$ cat config.mk
export PLATFORM = sky130hd
export DESIGN_NAME = seq_detector_prog
export DESIGN_NICKNAME = d
export VERILOG_FILES = /design/src/rtl/seq_detector_prog.sv
export SDC_FILE = /design/constraint.sdc
export NUM_CORES = 1
export LEC_CHECK = 0
export ABC_AREA = 1
export BUFFER_PORTS_ARGS = -buffer_cell sky130_fd_sc_hd__buf_4
export CAP_MARGIN = 20
export CORE_MARGIN = 1.5
export CORE_UTILIZATION = 48
export CTS_CLUSTER_SIZE = 12
export DETAILED_ROUTE_END_ITERATION = 10
export PLACE_DENSITY = 0.69
export SLEW_MARGIN = 40
export SYNTH_ARGS = -nofsm -noshare
export SYNTH_HDL_FRONTEND = slang
export SYNTH_SLANG_ARGS = --single-unit
$ cat constraint.sdc
create_clock -name clk -period 1.6 [get_ports clk]
set_input_delay 0.48 -clock clk [delete_from_list [all_inputs] [get_ports clk]]
set_output_delay 0.48 -clock clk [all_outputs]
set_load 0.05 [all_outputs]
$ cat src/rtl/seq_detector_prog.sv
// Programmable serial bit-pattern detector with run-time pattern reload,
// selectable overlap/non-overlap matching, an input-valid qualifier and a
// saturating match counter. All outputs are registered.
module seq_detector_prog #(
  parameter int unsigned         PAT_LEN = 5,
  parameter logic [PAT_LEN-1:0]  PATTERN = 5'b10110,
  parameter bit                  OVERLAP = 1'b1,
  parameter int unsigned         CNT_W   = 8
) (
  input  logic               clk,
  input  logic               rst,
  input  logic               en,
  input  logic               inp,
  input  logic               pat_load,
  input  logic [PAT_LEN-1:0] pat_in,
  output logic               outp,
  output logic [CNT_W-1:0]   match_cnt,
  output logic               cnt_sat
);

  localparam int unsigned        FILL_W   = $clog2(PAT_LEN + 1);
  localparam logic [FILL_W-1:0]  FILL_MAX = FILL_W'(PAT_LEN);
  localparam logic [FILL_W-1:0]  FILL_THR = FILL_W'(PAT_LEN - 1);

  logic [PAT_LEN-1:0] pat_q,  pat_d;
  logic [PAT_LEN-1:0] hist_q, hist_d;
  logic [FILL_W-1:0]  fill_q, fill_d;
  logic               outp_q, outp_d;
  logic [CNT_W-1:0]   cnt_q,  cnt_d;
  logic               sat_q,  sat_d;

  logic [PAT_LEN-1:0] nh;
  logic               hit;

  // Next-state logic: pattern load takes precedence over sampling a bit.
  always_comb begin
    pat_d  = pat_q;
    hist_d = hist_q;
    fill_d = fill_q;
    outp_d = 1'b0;
    cnt_d  = cnt_q;
    nh     = {hist_q[PAT_LEN-2:0], inp};
    // Needs PAT_LEN valid bits including the one arriving now.
    hit    = (fill_q >= FILL_THR) && (nh == pat_q);
    if (pat_load) begin
      pat_d  = pat_in;
      hist_d = '0;
      fill_d = '0;
      cnt_d  = '0;
    end else if (en) begin
      hist_d = nh;
      if (hit) begin
        outp_d = 1'b1;
        if (cnt_q != '1) begin
          cnt_d = cnt_q + CNT_W'(1);
        end
        // Overlap keeps the full window valid; non-overlap demands fresh bits.
        fill_d = OVERLAP ? FILL_MAX : '0;
      end else if (fill_q != FILL_MAX) begin
        fill_d = fill_q + FILL_W'(1);
      end
    end
    // Saturation flag tracks the registered counter value it accompanies.
    sat_d = (cnt_d == '1);
  end

  // State registers with synchronous active-high reset.
  always_ff @(posedge clk) begin
    if (rst) begin
      pat_q  <= PATTERN;
      hist_q <= '0;
      fill_q <= '0;
      outp_q <= 1'b0;
      cnt_q  <= '0;
      sat_q  <= 1'b0;
    end else begin
      pat_q  <= pat_d;
      hist_q <= hist_d;
      fill_q <= fill_d;
      outp_q <= outp_d;
      cnt_q  <= cnt_d;
      sat_q  <= sat_d;
    end
  end

  assign outp      = outp_q;
  assign match_cnt = cnt_q;
  assign cnt_sat   = sat_q;

endmodule

==> results.py <==
metrics = {
    "status": {
        "status": "finished clean",
    },
    "worst_setup_path": {
        "ff2ff_path_depth": 11,
        "r2r-end": "fill_q[2]",
        "crit_required_ns": 1.82,
        "reg2reg_slack_ns": 0.03,
        "cp_max_fo": 4,
        "path_class": "reg -> reg",
        "worst_path_max_delay_cell": "dfxtp_2",
        "cp-end-kind": "flip-flop",
        "crit_path_start_kind": "flip-flop",
        "crit_path_max_incr_delay_ns": 0.36,
        "crit_arrival_ns": 1.79,
        "worstReg2RegStart": "hist_q[2]",
        "startpoint": "hist_q[2]",
        "path_cells": "buf_6 -> nand2_4 -> nand2_4 -> nor2_8 -> nand3_4 -> buf_12 -> a21oi_4 -> nand2_2 -> nand2_1 -> nand2_1 -> o21a_1",
    },
    "floorplan": {
        "start_util": 0.515,
        "dieHeight_um": 54.8,
        "pin_count": 20,
        "core-area_mm2": 0.00250,
        "dieWidth_um": 54.8,
        "rows": 18,
        "dieArea_mm2": 0.00300,
    },
    "global_routing": {
        "antenna_found_initial": 0,
        "grtUsageTotal": 0.227,
        "grt_max_degree": 12,
        "grt_pass1_vias": 1083,
        "grt_pass1_wl_mm": 4.84,
        "globalRouteOverflowTotal": 0,
    },
    "yosys": {
        "yosys.cell_types.count": 29,
        "avgSynthCellArea_um2": 6.92,
        "ys.flop_type": "dfxtp_1",
        "ys_ff_latch": 22,
        "async_reset_ff_frac": 0,
        "netlist_area_mm2": 0.00129,
        "synth_top_cell_by_area": "dfxtp_1",
        "synth.yosys.seq_area_share": 0.342,
        "yosys_warnings": 0,
        "synth_nets": 200,
        "netlist_instances": 186,
        "synth.top_cells.by_area": "dfxtp_1 34%, nand2_1 13%, inv_1 7.6%",
        "synth_edf_count": 0,
        "yosysTopAreaCellShare": 0.342,
    },
    "cells_and_area": {
        "syn2layout_area_growth_pct": 33.5,
        "fill_cells": 221,
        "fin_nets": 237,
        "multi_input_area_um2": 805,
        "fin_cells": 251,
        "antenna_cells": 0,
        "utilization": 0.688,
        "drive_gt1_frac": 0.425,
        "most-common-layout-cells": "33 x nand2_1, 33 x buf_4, 23 x nor2_1",
        "stdcell_area_mm2": 0.00172,
        "regArea_um2": 462,
    },
    "place": {
        "place_hpwl_mm": 2.44,
        "dp.cells": 241,
        "io_buffer_count": 19,
        "placed_area_mm2": 0.00153,
        "place_congestion": 0.893,
    },
    "hold_path": {
        "hold-path-endpoint": "pat_q[2]",
        "min-delay-start": "pat_in[2]",
        "hold_depth": 3,
        "worst_hold_path_type": "in -> reg",
    },
    "sta": {
        "hold_viol": 0,
        "period_share": 0.983,
        "fin_crit_ns": 1.57,
        "setup_viol": 0,
        "final-max-slew-violation-count": 0,
        "fmax_mhz": 636,
        "tightestPinTransition_ns": 0.302,
        "setup_tns_ns": 0,
        "finClkSkew_ns": 0.00765,
        "slew_headroom": 0.798,
        "rsz0062_at_grt": "true",
        "whs_ns": 0.372,
    },
    "clock_network": {
        "cts_made_buffers": 3,
        "root_buffer": "clkbuf_4",
        "path_clk_slew_ns": 0.13,
        "cts_tree": "built",
        "clkLatencyLatePin_ns": 0.31,
        "h-tree-depth": 1,
        "clock_path_buffers": 2,
        "clock-sinks": 22,
    },
    "drt": {
        "ant_nets": 0,
        "drt-initial-drc-count": 37,
        "vias": 1308,
        "drc": 0,
        "wl_per_cell_um": 13.0,
        "drt-pass1-iter-count": 4,
        "wl_mm": 3.26,
        "vias_per_cell": 5.21,
    },
    "pwr": {
        "vdd_drop_max_mv": 0.501,
        "leakagePower_uw": 0.000814,
        "power_density_mw_per_mm2": 575,
    },
    "job": {
        "max-cap-violations": 0,
    },
}
[per-layer routing]
metal	routed length [um]	up-vias	track usage
met5	0	-	0
li1	-	667	-
met3	230	6	0.0246
met4	46	0	0.0917
met1	1500	590	0.344
met2	1480	45	0.321
[how the worst max path moves through the flow]
stage	end	slack [ns]	cells past startpoint
finish	fill_q[2]	0.03	11
global route	fill_q[2]	-0.07	11
CTS	fill_q[2]	0.008	11
detailed placement	cnt_sat	-0.20	12
global placement	cnt_sat	-0.11	13
floorplan	cnt_sat	0.04	10
[power by group]
| group | total, uW | switching [uW] | internal [uW] | leakage [uW] |
|---|---|---|---|---|
| Combinational | 147 | 86.8 | 60.4 | 0.000615 |
| Sequential | 578 | 14.0 | 564 | 0.000185 |
| Clock | 263 | 175 | 87.9 | 0.0000138 |
| Total | 988 | 276 | 712 | 0.000814 |
[flip-flops by register name, summed over array words and instances, names as in the netlist]
register and flops:
pat_q 5, match_cnt 8, fill_q 3, cnt_sat 1, outp 1, hist_q 4
[area by class of cell]
type                    count  share of cell area
multi-input cells         131               0.468
flip-flops and latches     22               0.269
repair buffers             35               0.162
inverters                  30              0.0662
well taps                  30              0.0218
clock buffers               3              0.0131
[metrics by stage]
step / total power (uW) / setup WS, ns
2_1_floorplan: 663 / 0.0408
3_3_place_gp: 702 / -0.109
3_5_place_dp: 706 / -0.203
4_1_cts: 968 / 0.00836
5_1_grt: 1030 / -0.0714
6_report: 988 / 0.0274
[cell families (layout without fill, tap and decap cells)]
| logic type | count (synthesis) | count (layout) | share of synthesized area |
|---|---|---|---|
| AO/OA/AOI/OAI | 25 | 25 | 0.115 |
| XOR/XNOR | 1 | 1 | 0.00680 |
| adder cells (fa/ha/maj) | 4 | 4 | 0.0389 |
| buffers and inverters | 33 | 68 | 0.0962 |
| flip-flops | 22 | 22 | 0.342 |
| AND/OR/NAND/NOR | 101 | 101 | 0.401 |
[synth_stat cells, types with 3 or more instances]
cell      number
a211oi_1       3
o21ai_0        8
dfxtp_1       22
nand3_1       11
clkbuf_1       3
nand2_1       43
ha_1           4
nand4_1        6
inv_1         26
a21oi_1       11
nor2_1        23
nor2_2         3
[critical path: cells and delay by family (launching register included)]
| family | cells | cell delay [ns] |
|---|---|---|
| simple gates | 7 | 0.51 |
| flops | 1 | 0.36 |
| compound gates | 2 | 0.34 |
| buf+inv | 2 | 0.26 |
[what timing repair did]
| item | 4_1_cts | 5_1_grt |
|---|---|---|
| setup buffers | 2 | 5 |
| endpoints found under the hold margin | 0 | 0 |
| hold buffers | 0 | 0 |
| endpoints found under the setup margin | 1 | 3 |
| gates resized for setup | 9 | 30 |
| pin swaps | 3 | 20 |
Power figures use the tool's default switching activity.
